==> config.mk <==
export PLATFORM = sky130hd
export DESIGN_NAME = ps2_keyboard_rx_flat
export DESIGN_NICKNAME = d
export VERILOG_FILES = /design/src/rtl/ps2_keyboard_rx_pkg.sv /design/src/rtl/ps2_keyboard_rx_if.sv /design/src/rtl/ps2_frame_rx.sv /design/src/rtl/ps2_keyboard_rx.sv /design/src/flat_wrapper.sv
export SDC_FILE = /design/constraint.sdc
export NUM_CORES = 1
export LEC_CHECK = 0
export CAP_MARGIN = 15
export CORE_UTILIZATION = 50
export DETAILED_ROUTE_END_ITERATION = 7
export PLACE_DENSITY = 0.73
export SLEW_MARGIN = 25
export SYNTH_ARGS = -nofsm -noshare
export SYNTH_HDL_FRONTEND = slang
export SYNTH_SLANG_ARGS = --single-unit
export TNS_END_PERCENT = 50
==> constraint.sdc <==
create_clock -name Clock -period 5.3 [get_ports Clock]
set_clock_uncertainty 0.05 [all_clocks]
set_input_delay 1.06 -clock Clock [delete_from_list [all_inputs] [get_ports Clock]]
set_output_delay 1.06 -clock Clock [all_outputs]
set_load 0.05 [all_outputs]
==> src/rtl/ps2_keyboard_rx_pkg.sv <==
// PS/2 keyboard receiver shared definitions.
// Prefix codes, frame geometry, frame FSM state encoding.
package ps2_pkg;

  localparam logic [7:0] PS2_EXT_PREFIX   = 8'hE0;
  localparam logic [7:0] PS2_BREAK_PREFIX = 8'hF0;

  localparam int PS2_DATA_BITS   = 8;
  localparam int PS2_FRAME_SHIFT = 10;

  localparam logic [1:0] ST_IDLE  = 2'd0;
  localparam logic [1:0] ST_RECV  = 2'd1;
  localparam logic [1:0] ST_CHECK = 2'd2;

  typedef enum logic [1:0] {
    IDLE  = ST_IDLE,
    RECV  = ST_RECV,
    CHECK = ST_CHECK
  } frame_state_t;

  function automatic logic odd_parity_ok(input logic [8:0] v);
    return ^v;
  endfunction

endpackage

==> src/rtl/ps2_keyboard_rx_if.sv <==
// Receiver output bundle: bytes, frame errors, key events.
// master = receiver side (drives), slave = consumer side.
interface ps2_keyboard_rx_if #(
  parameter int ERR_W = 8
);

  logic [7:0]       byte_data;
  logic             byte_valid;
  logic             frame_error;
  logic [ERR_W-1:0] err_count;
  logic [7:0]       key_code;
  logic             key_extended;
  logic             key_release;
  logic             key_valid;

  modport master (
    output byte_data, byte_valid, frame_error, err_count,
    output key_code, key_extended, key_release, key_valid
  );

  modport slave (
    input byte_data, byte_valid, frame_error, err_count,
    input key_code, key_extended, key_release, key_valid
  );

endinterface

==> src/rtl/ps2_frame_rx.sv <==
// PS/2 frame deserialiser: sync, fall detect, frame FSM, timeout.
// Ports: Clock, Resetn, ps2_clk/ps2_dat in; byte_data/byte_valid/frame_error out.
module ps2_frame_rx
  import ps2_pkg::*;
#(
  parameter int TIMEOUT_CYCLES = 8192
) (
  input  logic       Clock,
  input  logic       Resetn,
  input  logic       ps2_clk,
  input  logic       ps2_dat,
  output logic [7:0] byte_data,
  output logic       byte_valid,
  output logic       frame_error
);

  localparam int TW = $clog2(TIMEOUT_CYCLES);
  // Compared before the increment, so the pulse lands as the
  // counter reaches TIMEOUT_CYCLES-1.
  localparam logic [TW-1:0] TO_LAST = TW'(TIMEOUT_CYCLES - 2);

  logic clk_meta, clk_sync, clk_prev;
  logic dat_meta, dat_sync;
  logic fall;

  frame_state_t state, state_n;
  logic [PS2_FRAME_SHIFT-1:0] sr, sr_n;
  logic [3:0] bit_cnt, bit_cnt_n;
  logic [TW-1:0] to_cnt;
  logic [7:0] data_n;
  logic valid_n, err_n;

  assign fall = clk_prev & ~clk_sync;

  always_ff @(posedge Clock) begin
    if (!Resetn) begin
      clk_meta <= 1'b1;
      clk_sync <= 1'b1;
      clk_prev <= 1'b1;
      dat_meta <= 1'b1;
      dat_sync <= 1'b1;
    end else begin
      clk_meta <= ps2_clk;
      clk_sync <= clk_meta;
      clk_prev <= clk_sync;
      dat_meta <= ps2_dat;
      dat_sync <= dat_meta;
    end
  end

  always_ff @(posedge Clock) begin
    if (!Resetn)
      to_cnt <= '0;
    else if (fall || state != RECV)
      to_cnt <= '0;
    else
      to_cnt <= to_cnt + 1'b1;
  end

  always_ff @(posedge Clock) begin
    if (!Resetn) begin
      state       <= IDLE;
      sr          <= '0;
      bit_cnt     <= '0;
      byte_data   <= '0;
      byte_valid  <= 1'b0;
      frame_error <= 1'b0;
    end else begin
      state       <= state_n;
      sr          <= sr_n;
      bit_cnt     <= bit_cnt_n;
      byte_data   <= data_n;
      byte_valid  <= valid_n;
      frame_error <= err_n;
    end
  end

  always_comb begin
    state_n   = state;
    sr_n      = sr;
    bit_cnt_n = bit_cnt;
    data_n    = byte_data;
    valid_n   = 1'b0;
    err_n     = 1'b0;
    unique case (state)
      IDLE: begin
        // A fall with data high is line noise, not a start bit.
        if (fall && !dat_sync) begin
          state_n   = RECV;
          bit_cnt_n = '0;
        end
      end
      RECV: begin
        if (fall) begin
          sr_n      = {dat_sync, sr[PS2_FRAME_SHIFT-1:1]};
          bit_cnt_n = bit_cnt + 4'd1;
          if (bit_cnt == 4'd9)
            state_n = CHECK;
        end else if (to_cnt == TO_LAST) begin
          err_n   = 1'b1;
          state_n = IDLE;
        end
      end
      CHECK: begin
        // Any fall here is ignored.
        state_n = IDLE;
        if (odd_parity_ok(sr[8:0]) && sr[9]) begin
          valid_n = 1'b1;
          data_n  = sr[PS2_DATA_BITS-1:0];
        end else begin
          err_n = 1'b1;
        end
      end
      default: state_n = IDLE;
    endcase
  end

endmodule

==> src/rtl/ps2_keyboard_rx.sv <==
// PS/2 keyboard receiver: frames, error count, E0/F0 key decoder.
// Ports: Clock, Resetn, ps2_clk, ps2_dat; rx (master) output bundle.
module ps2_keyboard_rx
  import ps2_pkg::*;
#(
  parameter int TIMEOUT_CYCLES = 8192,
  parameter int ERR_W          = 8
) (
  input  logic Clock,
  input  logic Resetn,
  input  logic ps2_clk,
  input  logic ps2_dat,
  ps2_keyboard_rx_if.master rx
);

  logic [7:0]       byte_data;
  logic             byte_valid;
  logic             frame_error;
  logic [ERR_W-1:0] err_count;
  logic [7:0]       key_code;
  logic             key_extended;
  logic             key_release;
  logic             key_valid;
  logic             ext_flag;
  logic             rel_flag;

  ps2_frame_rx #(
    .TIMEOUT_CYCLES(TIMEOUT_CYCLES)
  ) u_frame (
    .Clock       (Clock),
    .Resetn      (Resetn),
    .ps2_clk     (ps2_clk),
    .ps2_dat     (ps2_dat),
    .byte_data   (byte_data),
    .byte_valid  (byte_valid),
    .frame_error (frame_error)
  );

  always_ff @(posedge Clock) begin
    if (!Resetn)
      err_count <= '0;
    else if (frame_error && !(&err_count))
      err_count <= err_count + 1'b1;
  end

  always_ff @(posedge Clock) begin
    if (!Resetn) begin
      key_code     <= '0;
      key_extended <= 1'b0;
      key_release  <= 1'b0;
      key_valid    <= 1'b0;
      ext_flag     <= 1'b0;
      rel_flag     <= 1'b0;
    end else begin
      key_valid <= 1'b0;
      if (frame_error) begin
        ext_flag <= 1'b0;
        rel_flag <= 1'b0;
      end else if (byte_valid) begin
        unique case (1'b1)
          (byte_data == PS2_EXT_PREFIX):   ext_flag <= 1'b1;
          (byte_data == PS2_BREAK_PREFIX): rel_flag <= 1'b1;
          default: begin
            key_valid    <= 1'b1;
            key_code     <= byte_data;
            key_extended <= ext_flag;
            key_release  <= rel_flag;
            ext_flag     <= 1'b0;
            rel_flag     <= 1'b0;
          end
        endcase
      end
    end
  end

  assign rx.byte_data    = byte_data;
  assign rx.byte_valid   = byte_valid;
  assign rx.frame_error  = frame_error;
  assign rx.err_count    = err_count;
  assign rx.key_code     = key_code;
  assign rx.key_extended = key_extended;
  assign rx.key_release  = key_release;
  assign rx.key_valid    = key_valid;

endmodule

==> src/flat_wrapper.sv <==
// flat-port wrapper written by rule: the top's interface ports become plain ports
module ps2_keyboard_rx_flat import ps2_pkg::*;
#(
  parameter int TIMEOUT_CYCLES = 8192,
  parameter int ERR_W          = 8
)
  (Clock, Resetn, ps2_clk, ps2_dat, rx_byte_data, rx_byte_valid, rx_frame_error, rx_err_count, rx_key_code, rx_key_extended, rx_key_release, rx_key_valid);
  ps2_keyboard_rx_if #(.ERR_W(ERR_W)) rx_i ();
  input  logic Clock;
  input  logic Resetn;
  input  logic ps2_clk;
  input  logic ps2_dat;
  output wire logic [$bits(rx_i.byte_data)-1:0] rx_byte_data;
  output wire logic [$bits(rx_i.byte_valid)-1:0] rx_byte_valid;
  output wire logic [$bits(rx_i.frame_error)-1:0] rx_frame_error;
  output wire logic [$bits(rx_i.err_count)-1:0] rx_err_count;
  output wire logic [$bits(rx_i.key_code)-1:0] rx_key_code;
  output wire logic [$bits(rx_i.key_extended)-1:0] rx_key_extended;
  output wire logic [$bits(rx_i.key_release)-1:0] rx_key_release;
  output wire logic [$bits(rx_i.key_valid)-1:0] rx_key_valid;
  assign rx_byte_data = rx_i.byte_data;
  assign rx_byte_valid = rx_i.byte_valid;
  assign rx_frame_error = rx_i.frame_error;
  assign rx_err_count = rx_i.err_count;
  assign rx_key_code = rx_i.key_code;
  assign rx_key_extended = rx_i.key_extended;
  assign rx_key_release = rx_i.key_release;
  assign rx_key_valid = rx_i.key_valid;
  ps2_keyboard_rx #(.TIMEOUT_CYCLES(TIMEOUT_CYCLES), .ERR_W(ERR_W)) u_core (.Clock(Clock), .Resetn(Resetn), .ps2_clk(ps2_clk), .ps2_dat(ps2_dat), .rx(rx_i));
endmodule
[After elaboration in Yosys (flattened, before gate mapping)]
Cells that the tools add are included.
Cells by class
  $add $sub $neg: 3
  equality and inequality tests: 11
  muxes and demuxes: 16
  bitwise gates (word level): 8
  reduce and logical (&&, ||, !) cells: 22
Operators with widths (count)
  == test 8 bit (second input constant): 2
  adder 13 x 1 -> 13 bit (second input constant): 1
  == test 13 bit (second input constant): 1
  AND reduction 2 bit: 5
  AND reduction 3 bit: 3
  parity 9 bit: 1
  adder 8 x 1 -> 8 bit (second input constant): 1
  2-to-1 mux 2 bit: 4
  2-to-1 mux 4 bit: 2
  case mux 4 bit (2 select lines): 1
  AND reduction 8 bit: 1
  inverter 1 bit: 7
  inequality test 3 bit (second input constant): 2
  case mux 1 bit (2 select lines): 3
  OR reduction 2 bit: 3
  2-to-1 mux 1 bit: 5
  adder 4 x 1 -> 4 bit (second input constant): 1
  == test 4 bit (second input constant): 1
  inequality test 2 bit (second input constant): 2
  case mux 2 bit (2 select lines): 1
  logical AND 1 bit: 3
  OR reduction 3 bit: 1
  == test 2 x 1 -> 1 bit (second input constant): 1
  == test 2 bit (second input constant): 1
  other kinds (6): 7
Word-level totals
  register bits after elaboration: 65
  input port bits: 4

[Depth between registers and ports, before layout]
  word-level depth: 5
  gate-level depth with buffers: 7

[By module]
Synthesis repeated with hierarchy kept, for this count alone.
Second synthesis, totals
  cells, all modules: 319
  area total of the unflattened synthesis: 2929.1 µm²
By module, submodules not included
  ps2_frame_rx: times used 1, cells an instance 220, area each 1981.9 µm², seq. area each 880.8 µm²
  ps2_keyboard_rx: times used 1, cells an instance 99, area each 947.2 µm², seq. area each 420.4 µm²

[Least setup slack after synthesis]
Ideal clock, no wire load.
  path type: input to register
  from: input port Resetn
  to: register u_core.err_count[6], in the netlist u_core.rx.err_count[6]
  setup time: 0.070 ns
  arrival time: 1.867 ns
  data required time: 5.180 ns
  path slack: 3.313 ns
  cell stages on the path: 4
  cells stage by stage: clkbuf_1 > clkinv_1 > clkbuf_1 > a21oi_1
RTL lines
  from (decl): line flat_wrapper.sv:10  | input logic Resetn;
  to (signal assigned): line ps2_keyboard_rx.sv:43  | err_count <= err_count + 1'b1;
  to (decl): line ps2_keyboard_rx.sv:19  | logic [ERR_W-1:0] err_count;
No word-level cell between the ends.

[Worst setup path in the final report]
  from: input port Resetn
  to: register u_core.u_frame.state[1]
RTL lines
  to (signal assigned): line ps2_frame_rx.sv:69  | state <= state_n;
  to (decl): line ps2_frame_rx.sv:26  | frame_state_t state, state_n;
No word-level cell between the ends.

==> results.sh <==
export IMPL_root_buffer="clkbuf_8"
export IMPL_critPathTopFamily="buffers and inverters"
export IMPL_via_per_inst=5.21
export IMPL_vias=2167
export IMPL_ff2ff_path_depth=4
export IMPL_power_density_nw_per_um2=282
export IMPL_cp_slowest_stage_delay_ns=0.79
export IMPL_rsz0062_at_grt="false"
export IMPL_syn_inst=308
export IMPL_worstHoldStart="u_core.u_frame.dat_meta$_SDFF_PN1_"
export IMPL_cp_arrival_ns=3.00
export IMPL_crit_path_start="Resetn"
export IMPL_fp_coreArea_um2=5270
export IMPL_fin_cells=416
export IMPL_place_inst=401
export IMPL_crit_type="in2reg"
export IMPL_ioPinCount=33
export IMPL_drt_pass1_iter_count=4
export IMPL_hold_class="reg2reg"
export IMPL_path_max_fanout=34
export IMPL_setup_slack_ns=2.47
export IMPL_die_w_um=77.0
export IMPL_leakagePower_nw=1.18
export IMPL_track_usage=0.192
export IMPL_ant_nets=0
export IMPL_fin_crit_sh=0.533
export IMPL_pwr_share_clk=0.430
export IMPL_row_count=26
export IMPL_dieArea_um2=5930
export IMPL_synth_cell_types=45
export IMPL_start_util=0.534
export IMPL_drv_cap=0
export IMPL_drv_slew=0
export IMPL_wirelength_um=5130
export IMPL_wl_per_cell_um=12.3
export IMPL_p_sw_mw=0.208
export IMPL_grt_max_degree=35
export IMPL_crit_buf_inv=3
export IMPL_yosysSeqAreaShare=0.462
export IMPL_drtIter0Drc=77
export IMPL_fmax_ghz=0.354
export IMPL_worstMarginPinSlew_ns=0.917
export IMPL_whs_ns=0.359
export IMPL_nNetsFinal=355
export IMPL_grt_pass1_wl_um=8920
export IMPL_cp_num_cells=4
export IMPL_critPathLaunchType="input port"
export IMPL_combPwrFrac=0.050
export IMPL_vdd_drop_max_mv=0.203
export IMPL_cts_buffers=9
export IMPL_mostFrequentLayoutCells="65 x dfxtp_1, 51 x nand2_1, 38 x nor2_1, 32 x clkdlybuf4s50_1, 21 x mux2i_1"
export IMPL_cts_setup_buffers=0
export IMPL_regToRegStartpoint="u_core.u_frame.to_cnt[2]$_SDFF_PP0_"
export IMPL_clk_pin_slew_ns=0.07
export IMPL_gp_congestion=0.828
export IMPL_io_buffers=32
export IMPL_ys_seq_elements=65
export IMPL_place_ws_ns=2.07
export IMPL_syn_to_final_growth_pct=20.4
export IMPL_seqPwrFrac=0.521
export IMPL_fin_crit_ns=2.83
export IMPL_crit_chain="clkdlybuf4s50_1, buf_4, clkinv_1, a221oi_2"
export IMPL_finalInstanceArea_um2=3390
export IMPL_synthesis_nets=321
export IMPL_intPower_mw=0.748
export IMPL_cts_buffer_depth=2
export IMPL_drive_gt1_frac=0.0549
export IMPL_mostFrequentLayoutCell="dfxtp_1"
export IMPL_grt_antenna_before_repair=0
export IMPL_drc=0
export IMPL_synth_warnings=0
export IMPL_min_path_cells=1
export IMPL_n_antenna_cell=0
export IMPL_overflow=0
export IMPL_critPathSlowestCell="clkinv_1"
export IMPL_placed_area_um2=3190
export IMPL_hold_viol=0
export IMPL_grt_pass1_vias=2035
export IMPL_syn_area_um2=2810
export IMPL_syn_area_per_cell_um2=9.14
export IMPL_cts_tree="built"
export IMPL_synth_main_ff_cell="dfxtp_1"
export IMPL_clk_latency_ns=0.33
export IMPL_cts_sink_count=65
export IMPL_run_status="complete, no violations"
export IMPL_maxSlewHeadroom=0.385
export IMPL_cts_resized_gates=0
export IMPL_critical_path_required_ns=5.48
export IMPL_synth_edf_count=0
export IMPL_htree_levels=3
export IMPL_setup_tns_ns=0
export IMPL_ys_async_sr_fraction=0
export IMPL_p_sw_frac=0.217
export IMPL_finalSetupViolCount=0
export IMPL_fill_cells=463
export IMPL_dieHeight_um=77.0
export IMPL_cts_hold_buffers_added=0
export IMPL_endpoint_kind="register"
export IMPL_dp_hpwl_um=3560
Yosys cell counts (2+ instances only):
cell,count,area share
and4_1,2,0.0062
dfxtp_1,65,0.46
inv_1,9,0.012
xor2_1,11,0.034
nand2_1,51,0.068
a21oi_1,16,0.028
o211ai_1,2,0.0053
nand3_1,6,0.011
o21ai_0,4,0.0071
nand2b_1,6,0.013
nor4_1,3,0.0067
nor2b_1,4,0.0089
mux2i_1,21,0.075
and3_1,5,0.011
and2_1,2,0.0044
nand4_1,5,0.011
nor2_1,38,0.051
a2111oi_0,2,0.0062
xnor2_1,10,0.031
nor3_1,2,0.0036
or4_1,2,0.0053
nand3b_1,2,0.0053
clkbuf_1,10,0.013
ha_1,9,0.040
layer usage:
layer	global-route usage	vias up	wire (um)
met3	0.0560	10	186
met1	0.227	1003	2380
met5	0	-	0
met2	0.322	36	2480
met4	0.0811	0	89
li1	-	1118	-
flip-flops by register name, indices dropped and copies added (netlist names):
register	count
u_core.u_frame.clk_prev	1
u_core.u_frame.byte_valid	1
u_core.u_frame.to_cnt	13
u_core.rx.key_release	1
u_core.rx.key_code	8
u_core.rx.err_count	8
u_core.u_frame.clk_meta	1
u_core.ext_flag	1
u_core.u_frame.state	2
u_core.u_frame.dat_meta	1
u_core.rx.key_valid	1
u_core.rel_flag	1
u_core.u_frame.sr	10
u_core.u_frame.bit_cnt	4
u_core.u_frame.byte_data	8
u_core.u_frame.clk_sync	1
u_core.rx.key_extended	1
u_core.u_frame.dat_sync	1
u_core.u_frame.frame_error	1
power by group through the flow:
stage                     Clock, mW  Combinational (mW)  Sequential [mW]
after detailed placement          0              0.0474            0.509
after global routing          0.449              0.0540            0.498
final                         0.411              0.0474            0.498
after floorplan                   0              0.0370            0.507
after CTS                     0.423              0.0479            0.497
after global placement            0              0.0463            0.508
cell families after synthesis:
family,after synthesis,share of synthesized area
buffers and inverters,20,0.0267
AND/OR/NAND/NOR,134,0.224
flip-flops,65,0.462
AO/OA/AOI/OAI,35,0.0827
XOR/XNOR,23,0.0818
multiplexers,22,0.0827
adder cells (fa/ha/maj),9,0.0400
final timing paths:
check | endpoint | slack, ns
setup / recovery | u_core.u_frame.state[1]$_SDFFE_PN0P_ | 2.47
hold reg to reg | u_core.u_frame.dat_sync$_SDFF_PN1_ | 0.36
setup reg to reg | u_core.u_frame.state[1]$_SDFFE_PN0P_ | 3.33
hold / removal | u_core.u_frame.dat_sync$_SDFF_PN1_ | 0.36
area by class of cell:
type | count | area [um2] | area share
Clock buffer | 12 | 155 | 0.0458
Clock inverter | 3 | 40.0 | 0.0118
Inverter | 10 | 37.5 | 0.0111
Multi-Input combinational cell | 223 | 1440 | 0.424
Sequential cell | 65 | 1300 | 0.384
Tap cell | 70 | 87.6 | 0.0259
Timing Repair Buffer | 33 | 328 | 0.0968
through the flow:
stage / total power [mW] / utilization
global route: 1.00 / 0.643
floorplan: 0.544 / -
finish: 0.955 / 0.643
CTS: 0.969 / 0.643
global placement: 0.555 / 0.606
detailed placement: 0.556 / 0.606
(Power assumes the default switching activity.)
